<file path="config.mk">
export PLATFORM = sky130hd
export DESIGN_NAME = axi_lite_tl_adapter
export DESIGN_NICKNAME = d
export VERILOG_FILES = /design/src/rtl/axi_pkg.sv /design/src/rtl/tl_pkg.sv /design/src/rtl/axi_lite_tl_adapter.sv
export SDC_FILE = /design/constraint.sdc
export NUM_CORES = 1
export LEC_CHECK = 0
export CORE_MARGIN = 1.5
export CORE_UTILIZATION = 40
export CTS_BUF_LIST = sky130_fd_sc_hd__clkbuf_4 sky130_fd_sc_hd__clkbuf_8
export CTS_CLUSTER_SIZE = 16
export DETAILED_ROUTE_END_ITERATION = 16
export GPL_TIMING_DRIVEN = 0
export PLACE_DENSITY = 0.75
export SYNTH_ARGS = -nofsm -noshare
export SYNTH_HDL_FRONTEND = slang
export SYNTH_SLANG_ARGS = --single-unit
</file>
<file path="constraint.sdc">
create_clock -name clk_i -period 31 [get_ports clk_i]
set_clock_uncertainty 0.2 [all_clocks]
set_input_delay 9.3 -clock clk_i [delete_from_list [all_inputs] [get_ports clk_i]]
set_output_delay 9.3 -clock clk_i [all_outputs]
set_load 0.03 [all_outputs]
</file>
<file path="src/rtl/axi_pkg.sv">
// +--------------------------------------------------------------------+
// | axi_pkg : shared AXI response encodings                             |
// | Revision: 1.0                                                       |
// +--------------------------------------------------------------------+
`default_nettype none

package axi_pkg;

  typedef logic [1:0] axi_resp_t;

  localparam axi_resp_t OKAY   = 2'b00;
  localparam axi_resp_t SLVERR = 2'b10;

endpackage

`default_nettype wire

</file>
<file path="src/rtl/tl_pkg.sv">
// +--------------------------------------------------------------------+
// | tl_pkg : TileLink-UL opcode encodings and field widths              |
// | Revision: 1.0                                                       |
// +--------------------------------------------------------------------+
`default_nettype none

package tl_pkg;

  localparam int SizeWidth = 3;

  typedef enum logic [2:0] {
    PutFullData    = 3'h0,
    PutPartialData = 3'h1,
    Get            = 3'h4
  } tl_a_op_e;

  typedef enum logic [2:0] {
    AccessAck     = 3'h0,
    AccessAckData = 3'h1
  } tl_d_op_e;

endpackage

`default_nettype wire

</file>
<file path="src/rtl/axi_lite_tl_adapter.sv">
// +--------------------------------------------------------------------+
// | axi_lite_tl_adapter : AXI-Lite slave to TL-UL master, one in flight |
// | Revision: 1.0                                                       |
// +--------------------------------------------------------------------+
`default_nettype none

module axi_lite_tl_adapter
  import tl_pkg::*;
  import axi_pkg::*;
#(
  parameter int DataWidth   = 64,
  parameter int AddrWidth   = 56,
  parameter int SourceWidth = 1
) (
  input  logic                     clk_i,
  input  logic                     rst_i,

  input  logic                     device_aw_valid,
  output logic                     device_aw_ready,
  input  logic [AddrWidth-1:0]     device_aw_addr,

  input  logic                     device_w_valid,
  output logic                     device_w_ready,
  input  logic [DataWidth-1:0]     device_w_data,
  input  logic [DataWidth/8-1:0]   device_w_strb,

  output logic                     device_b_valid,
  input  logic                     device_b_ready,
  output logic [1:0]               device_b_resp,

  input  logic                     device_ar_valid,
  output logic                     device_ar_ready,
  input  logic [AddrWidth-1:0]     device_ar_addr,

  output logic                     device_r_valid,
  input  logic                     device_r_ready,
  output logic [DataWidth-1:0]     device_r_data,
  output logic [1:0]               device_r_resp,

  output logic                     host_a_valid,
  input  logic                     host_a_ready,
  output logic [2:0]               host_a_opcode,
  output logic [2:0]               host_a_param,
  output logic [SizeWidth-1:0]     host_a_size,
  output logic [SourceWidth-1:0]   host_a_source,
  output logic [AddrWidth-1:0]     host_a_address,
  output logic [DataWidth/8-1:0]   host_a_mask,
  output logic [DataWidth-1:0]     host_a_data,
  output logic                     host_a_corrupt,

  input  logic                     host_b_valid,
  output logic                     host_b_ready,

  output logic                     host_c_valid,
  input  logic                     host_c_ready,

  input  logic                     host_d_valid,
  output logic                     host_d_ready,
  input  logic [2:0]               host_d_opcode,
  input  logic [1:0]               host_d_param,
  input  logic [SizeWidth-1:0]     host_d_size,
  input  logic [SourceWidth-1:0]   host_d_source,
  input  logic [0:0]               host_d_sink,
  input  logic                     host_d_denied,
  input  logic [DataWidth-1:0]     host_d_data,
  input  logic                     host_d_corrupt,

  output logic                     host_e_valid,
  input  logic                     host_e_ready
);

  localparam int StrbWidth = DataWidth / 8;
  localparam int OffWidth  = $clog2(StrbWidth);

  typedef enum logic [1:0] {
    IDLE   = 2'd0,
    A_REQ  = 2'd1,
    D_WAIT = 2'd2,
    RESP   = 2'd3
  } state_e;

  state_e                 state_q;
  logic                   is_wr_q;
  logic                   last_wr_q;
  logic                   err_q;
  logic [DataWidth-1:0]   rdata_q;
  tl_a_op_e               a_opcode_q;
  logic [AddrWidth-1:0]   a_addr_q;
  logic [StrbWidth-1:0]   a_mask_q;
  logic [DataWidth-1:0]   a_data_q;

  logic                   aw_full_q, w_full_q, ar_full_q;
  logic [AddrWidth-1:0]   aw_addr_q, ar_addr_q;
  logic [DataWidth-1:0]   w_data_q;
  logic [StrbWidth-1:0]   w_strb_q;

  logic wr_pend, rd_pend, grant_wr, grant_rd, clr_wr, clr_rd;

  // Readies stay low for as long as reset is held, not just until the next edge.
  assign device_aw_ready = ~aw_full_q & ~rst_i;
  assign device_w_ready  = ~w_full_q  & ~rst_i;
  assign device_ar_ready = ~ar_full_q & ~rst_i;

  assign wr_pend  = aw_full_q & w_full_q;
  assign rd_pend  = ar_full_q;
  assign grant_rd = rd_pend & (~wr_pend | last_wr_q);
  assign grant_wr = wr_pend & ~grant_rd;

  assign clr_wr = (state_q == RESP) &  is_wr_q & device_b_ready;
  assign clr_rd = (state_q == RESP) & ~is_wr_q & device_r_ready;

  always_ff @(posedge clk_i or posedge rst_i) begin
    if (rst_i) begin
      aw_full_q <= 1'b0;
      w_full_q  <= 1'b0;
      ar_full_q <= 1'b0;
      aw_addr_q <= '0;
      ar_addr_q <= '0;
      w_data_q  <= '0;
      w_strb_q  <= '0;
    end else begin
      if (device_aw_valid && device_aw_ready) begin
        aw_full_q <= 1'b1;
        aw_addr_q <= {device_aw_addr[AddrWidth-1:OffWidth], {OffWidth{1'b0}}};
      end else if (clr_wr) begin
        aw_full_q <= 1'b0;
      end
      if (device_w_valid && device_w_ready) begin
        w_full_q <= 1'b1;
        w_data_q <= device_w_data;
        w_strb_q <= device_w_strb;
      end else if (clr_wr) begin
        w_full_q <= 1'b0;
      end
      if (device_ar_valid && device_ar_ready) begin
        ar_full_q <= 1'b1;
        ar_addr_q <= {device_ar_addr[AddrWidth-1:OffWidth], {OffWidth{1'b0}}};
      end else if (clr_rd) begin
        ar_full_q <= 1'b0;
      end
    end
  end

  always_ff @(posedge clk_i or posedge rst_i) begin
    if (rst_i) begin
      state_q    <= IDLE;
      is_wr_q    <= 1'b0;
      last_wr_q  <= 1'b1;
      err_q      <= 1'b0;
      rdata_q    <= '0;
      a_opcode_q <= Get;
      a_addr_q   <= '0;
      a_mask_q   <= '0;
      a_data_q   <= '0;
    end else begin
      case (state_q)
        IDLE: begin
          if (grant_wr) begin
            is_wr_q <= 1'b1;
            err_q   <= 1'b0;
            // An all-zero strobe writes nothing, so it is acknowledged without a TL beat.
            if (w_strb_q == '0) begin
              state_q <= RESP;
            end else begin
              a_opcode_q <= (&w_strb_q) ? PutFullData : PutPartialData;
              a_addr_q   <= aw_addr_q;
              a_mask_q   <= w_strb_q;
              a_data_q   <= w_data_q;
              state_q    <= A_REQ;
            end
          end else if (grant_rd) begin
            is_wr_q    <= 1'b0;
            a_opcode_q <= Get;
            a_addr_q   <= ar_addr_q;
            a_mask_q   <= '1;
            a_data_q   <= '0;
            state_q    <= A_REQ;
          end
        end
        A_REQ: begin
          if (host_a_ready) state_q <= D_WAIT;
        end
        D_WAIT: begin
          if (host_d_valid) begin
            rdata_q <= host_d_data;
            err_q   <= host_d_denied | host_d_corrupt;
            state_q <= RESP;
          end
        end
        RESP: begin
          if (clr_wr || clr_rd) begin
            last_wr_q <= is_wr_q;
            state_q   <= IDLE;
          end
        end
        default: state_q <= IDLE;
      endcase
    end
  end

  assign host_a_valid   = (state_q == A_REQ);
  assign host_a_opcode  = a_opcode_q;
  assign host_a_param   = 3'b000;
  assign host_a_size    = SizeWidth'(OffWidth);
  assign host_a_source  = '0;
  assign host_a_address = a_addr_q;
  assign host_a_mask    = a_mask_q;
  assign host_a_data    = a_data_q;
  assign host_a_corrupt = 1'b0;

  assign host_d_ready   = (state_q == D_WAIT);

  assign device_b_valid = (state_q == RESP) &  is_wr_q;
  assign device_r_valid = (state_q == RESP) & ~is_wr_q;
  assign device_b_resp  = err_q ? SLVERR : OKAY;
  assign device_r_resp  = err_q ? SLVERR : OKAY;
  assign device_r_data  = rdata_q;

  assign host_b_ready = 1'b1;
  assign host_c_valid = 1'b0;
  assign host_e_valid = 1'b0;

endmodule

`default_nettype wire

</file>
# Yosys cells after proc, flatten, opt, wreduce, memory -nomap -nowiden
# Index checks and enable logic that the tools add are counted.
# Widths: inputs -> output; s select.
# totals
input_bits	272
elab_cells	93
ff_bits	381
# classes
eq_ne	9
muxes	31
reduce_logical	18
n_bitwise	19
# ops
operator	count
$mux 64	3
$mux 56	3
$mux 8	3
$mux 2	7
$and 1x1->1	10
$mux 1	10
$reduce_bool 2->1	5
$mux 3	3
$logic_not 8->1	1
$pmux 2 s4	1
$reduce_and 8->1	1
$not 1->1	7
$ne 2x2->1 const B	3
$reduce_and 2->1	3
$reduce_and 3->1	2
$eq 2x2->1 const B	2
$ne 2x1->1 const B	2
$reduce_and 4->1	1
$logic_and 1x1->1	3
$ne 3x3->1 const B	1
$eq 2x1->1 const B	1
$logic_not 2->1	1
$or 1x1->1	2
$pmux 1 s2	1
$logic_or 1x1->1	1

# Longest topological paths before layout
# depth
word_depth	8
depth_mapped	9

# Worst setup path before layout
# OpenSTA, ideal clock, no wires.
# synth_timing
kind	input to output
from	input port rst_i
to	output port device_ar_ready
t_required_ps	21500
stages	1
slack_ps	11768
n_path_buf	0
arrival_time_ps	9732
cell_sequence	nor2_1
# synth_between
elab_chain_cells	2
# synth_rtl
element	line	source
start: declaration	axi_lite_tl_adapter.sv:16	input logic rst_i,
$not 1->1	axi_lite_tl_adapter.sv:102	assign device_ar_ready = ~ar_full_q & ~rst_i;
$and 1x1->1	axi_lite_tl_adapter.sv:102	
end: declaration	axi_lite_tl_adapter.sv:32	output logic device_ar_ready,
# Every way passes these cells.

# Worst setup path in the final report
# Same ends and word-level chain as after synthesis.

==> results.tsv <==
metric	value	unit
synthToLayoutAreaGrowth	43.7	%
synth_compound_area_share	4.48	%
hold_class	reg2reg	
drc	0	
crit_chain	clkdlybuf4s50_1 > nor2_1 > clkdlybuf4s50_1	
finalSetupViolCount	0	
postSynthAreaPerCell	15.8	um^2
start_util	40.9	%
htreeDepth	3	
dieHeight	197	um
power.density	114	nW/um^2
critical_path_class	in2out	
cp_slowest_cell	clkdlybuf4s50_1	
hold_buffers	0	
cp-end-kind	output pin	
post_cts_resized	0	
power.total	2460	uW
cts_buffer_depth	3	
die_x	197	um
max_cap_viol_count	0	
synthMuxAreaShare	27.1	%
grt_max_degree	134	
cts_setup_buffers	0	
synth-seq-area-share	62.7	%
synthFlopType	dfrtp_1	
drtIter0Drc	288	
drt-total-wl	42100	um
min_period_over_period	66.0	%
ir_drop	0.0719	mV
fmax	48.9	MHz
ys_ff_latch	377	
synthTopCellsByArea	dfrtp_1, mux2_2, a22o_1	
finalSetupTns	0	ns
grt_usage	22.0	%
vias	9873	
yosys.cell_types.count	37	
max_stage_delay	0.75	ns
coreArea	36800	um^2
hold_viol_final	0	
synthXorXnorAreaFrac	0	%
avgViaCountPerCell	4.92	
synthAdderAreaFrac	0.333	%
startpoint_type	primary input	
relSlewSlack	40.8	%
io_pins	489	
leakagePower	0.00945	uW
root_buffer	clkbuf_8	
routedWlPerCell	20.9	um
synth-async-reset-ratio	100	%
synth_top_family_by_area	multiplexers	
outcome	finished, final reports clean	
netlist_area	15000	um^2
cts_tree	done	
rows	70	
fin_crit	20.47	ns
synth_common_cells	dfrtp_1, mux2_2, a22o_1	
dr.pass1.iters	4	
drive_gt1_share	35.5	%
overflow	0	
synthCells	949	
grt_pass1_vias	10900	
required	21.50	ns
fillers	2929	
path_max_fanout	4	
cts.reportedPaths.clkPinSlew	0.06	ns
tightest_slew	0.888	ns
arrival	10.97	ns
synth_top_area_share	62.4	%
antenna_found_initial	8	
grt_first_pass_wirelength	64000	um
yosysMostFrequentCell	dfrtp_1	
report.final.slew_viol_count	0	
rsz0062_at_grt	false	
hpwl	30300	um
synth_simple_gate_area_share	1.41	%
clk_latency	0.62	ns
yosysWarnings	0	
path_common_cell	clkdlybuf4s50_1	
die_area	38800	um^2
ant_nets	0	
cts_sinks	377	
portBuffers	452	
fin_nets	1763	
synth_top_area_cell	dfrtp_1	
gp_congestion	0.790	
cts_made_buffers	67	
synth_edf_count	0	
-- state kept, by name (all words and copies together) (netlist names), 2 cells and up --
| name | cells |
|---|---|
| host_a_mask | 8 |
| device_r_data | 64 |
| host_a_opcode | 2 |
| w_strb_q | 8 |
| state_q | 2 |
| host_a_data | 64 |
| aw_addr_q | 53 |
| w_data_q | 64 |
| ar_addr_q | 53 |
| host_a_address | 53 |
-- routing by layer --
layer / share of wire (%) / vias up / track usage, %
li1: - / 4441 / -
met1: 38 / 4967 / 24.4
met2: 49 / 372 / 36.4
met3: 9.5 / 89 / 9.05
met4: 3.5 / 4 / 10.7
met5: 0.062 / - / 0
-- layout by cell type (no fill, tap or decap), types with 7 or more instances in the layout --
cell type,instances
buf_2,32
mux2_2,340
dfrtp_1,375
a22o_1,65
conb_1,17
clkbuf_4,26
clkinv_2,7
buf_4,20
clkbuf_8,79
clkbuf_1,7
buf_6,9
clkdlybuf4s50_1,452
nor2_1,16
mux2_4,10
inv_1,13
mux2i_1,10
-- worst max-delay path, delay by kind of cell --
family	cells	cell delay (ns)
buffers and inverters	2	1.29
AND/OR/NAND/NOR	1	0.37
-- final cells by class --
type                    count  area [um^2]  share of cell area, %
diodes                      6         15.0                 0.0695
plain buffers              74          528                   2.44
clock buffers             101         1230                   5.68
clock inverters            15          108                  0.498
inverters                  14         60.1                  0.278
multi-input cells         499         5080                   23.5
flip-flops and latches    377         9440                   43.7
well taps                 468          586                   2.71
repair buffers            454         4580                   21.2
-- metrics by stage --
| step | cells | hold WS, ns | setup slack (ns) | util, % | cell area [um^2] |
|---|---|---|---|---|---|
| floorplan | 964 | 0.262 | 11.03 | - | 15100 |
| global placement | 1884 | 0.270 | 6.43 | 54.9 | 20200 |
| detailed placement | 1886 | 0.275 | 10.49 | 55.1 | 20300 |
| CTS | 2002 | 0.285 | 10.49 | 58.7 | 21600 |
| global route | 2008 | 0.303 | 10.43 | 58.8 | 21600 |
| finish | 2008 | 0.279 | 10.53 | 58.8 | 21600 |
-- path summary, 6_finish.rpt --
path	startpoint	endpoint	slack (ns)	cells past startpoint
worst max-delay path	rst_i	device_ar_ready	10.53	3
worst min-delay path	w_data_q[56]	host_a_data[56]	0.28	1
worst max register to register	state_q[0]	device_r_data[5]	28.58	5
worst min register to register	w_data_q[56]	host_a_data[56]	0.28	1
max in group asynchronous	rst_i	host_a_address[36]	20.27	3
min in group asynchronous	rst_i	host_a_data[48]	9.18	2
-- report_power, final --
part / switching, uW / leakage (uW) / internal (uW)
Sequential: 131 / 0.00455 / 736
Combinational: 554 / 0.00418 / 576
Clock: 206 / 0.000717 / 255
-- cell families after synthesis --
logic type / after synthesis
AND/OR/NAND/NOR: 38
adder cells (fa/ha/maj): 4
multiplexers: 360
other: 2
buffers and inverters: 88
flip-flops: 377
AO/OA/AOI/OAI: 80
Note: power is estimated with default switching activity, not from simulation.
==> RTL edit, RTL diff (same settings) <==
Re-encode `state_e` (4 states) as one-hot, 4 bits wide.
--- a/src/rtl/axi_lite_tl_adapter.sv
+++ b/src/rtl/axi_lite_tl_adapter.sv
@@ -72,11 +72,11 @@
   localparam int StrbWidth = DataWidth / 8;
   localparam int OffWidth  = $clog2(StrbWidth);
 
-  typedef enum logic [1:0] {
-    IDLE   = 2'd0,
-    A_REQ  = 2'd1,
-    D_WAIT = 2'd2,
-    RESP   = 2'd3
+  typedef enum logic [3:0] {
+    IDLE   = 4'b0001,
+    A_REQ  = 4'b0010,
+    D_WAIT = 4'b0100,
+    RESP   = 4'b1000
   } state_e;
 
   state_e                 state_q;
Behaviour: same outputs for any inputs over 4 cycles, from zero or initial values and one cycle with rst_i high; so few cycles prove little.
==> RTL edit against the unedited design <==
Die area increased by 3.0%. Sequential cell count grew 2. Critical endpoint unchanged. Sequential share of layout area is 0.96 points lower. Combinational power rose by 9.7%. Setup slack improved by 0.016 ns. Total power is 5.9% higher. Area after synthesis up 3.0%. Design area rose by 2.8%. Routed wire length fell by 2.5%. Utilization is 0.17 points lower.
==> RTL edit: results (changes against the unedited design) <==
- Max_slew headroom: 0.466 (+0.0584)
- Top post-synthesis cells by area: dfrtp_1, mux2_2, mux2i_1, nand2_1, inv_1
- Antenna diodes: 0 (-6)
- Post-synthesis sequential area ratio: 0.612 (-0.0151)
- First-pass GRT wire length: 61800 µm (-3.3%)
- Pin count of the biggest net entering global routing: 122 (-9.0%)
- DR iter-0 viols: 323 (+12%)
- Asr flop ratio synth: 1.00 (unchanged)
- Dpl cell area: 20800 µm² (+2.6%)
- Via-to-Cell Ratio: 4.72 (-4.0%)
- Worst EP arrival: 10.95 ns (-0.02 ns)
- Status: finished, final reports clean
- Met1 Use GR: 0.242 (-0.00191)
- Final Net Count: 1876 (+6.4%)
- Max VDD drop: 72.7 µV (+1.1%)
- Mux contribution to synthesized area: 0.295 (+0.0237)
- Fraction of the mapped netlist area in adder cells: 0 (-0.00333)
- P_leak: 9.71 nW (+2.8%)
- Vias in the first global route: 11000 (+1.2%)
- Largest delay share family, worst path: buffers and inverters
- GR Util met2: 0.336 (-0.0288)
- Max stage delay on crit path: 0.75 ns (about the same)
- Antenna violations before repair: 2 (-6)
- RD Place Congestion: 0.764 (-3.3%)
- Post-DP HPWL: 29500 µm (-2.6%)
- GRT Util Overall: 0.204 (-0.0159)
- Yosys warning count: 0 (unchanged)
- Layout cells sized above 1: 0.315 (-0.0394)
- Met3 Resource Use GR: 0.0801 (-0.0104)
- Commonest cells post-synth: dfrtp_1, mux2_2, nand2_1
- Routed WL per cell: 18.9 µm (-9.6%)
==> RTL edit: worst paths after layout <==
kind / end / depth (start not counted) / from / slack, ns
min in group asynchronous: w_full_q$_DFFE_PP0P_ / 2 / rst_i / 9.07
max in group asynchronous: aw_addr_q[7]$_DFFE_PP0P_ / 4 / rst_i / 20.03
setup reg to reg: host_a_address[18]$_DFFE_PP0P_ / 6 / aw_full_q$_DFFE_PP0P_ / 28.02
hold / removal: host_a_opcode[0]$_DFFE_PP0P_ / 1 / host_a_opcode[0]$_DFFE_PP0P_ / 0.29
hold reg to reg: host_a_opcode[0]$_DFFE_PP0P_ / 1 / host_a_opcode[0]$_DFFE_PP0P_ / 0.29
setup / recovery: device_ar_ready / 3 / rst_i / 10.55
==> RTL edit: worst reg2reg max path: stages, from the launching register on <==
cell,delay [ns]
dfrtp_1,0.41
nand2_1,0.16
a21oi_1,0.47
buf_2,0.39
clkbuf_1,0.56
mux2_2,0.44
mux2_2,0.26
==> RTL edit: power by group <==
part           leakage [nW]  internal [mW]  total, mW  switching (mW)
clock network         0.758          0.275      0.482           0.207
registers              4.63          0.745      0.876           0.132
logic                  4.33          0.627       1.24           0.617
total                  9.71           1.65       2.60           0.956
==> RTL edit: final cells by class <==
type,instances,area [µm²]
Buffer,73,494
Clock buffer,108,1340
Clock inverter,13,80.1
Fill cell,3014,15700
Inverter,67,259
Multi-Input combinational cell,561,5320
Sequential cell,379,9490
Tap cell,511,639
Timing Repair Buffer,455,4610
==> RTL edit: metal layers <==
| layer | share of wire | vias up |
|---|---|---|
| met5 | 0.00066 | - |
| met4 | 0.027 | 4 |
| met3 | 0.087 | 77 |
| met2 | 0.48 | 314 |
| met1 | 0.40 | 5107 |
| li1 | - | 4729 |
==> RTL edit: cells by family after synthesis <==
group	Yosys count
muxes	413
and+or+nand+nor	101
buffers and inverters	140
other	2
AOI/OAI and AO/OA	30
DFF	379
==> RTL edit: stage by stage <==
step | power (mW) | cells | setup slack (ns)
after global placement | 2.11 | 2043 | 6.42
after global routing | 2.75 | 2167 | 10.48
after detailed placement | 2.14 | 2046 | 10.54
after CTS | 2.64 | 2167 | 10.54
final | 2.60 | 2167 | 10.55
after floorplan | 1.69 | 1080 | 10.98
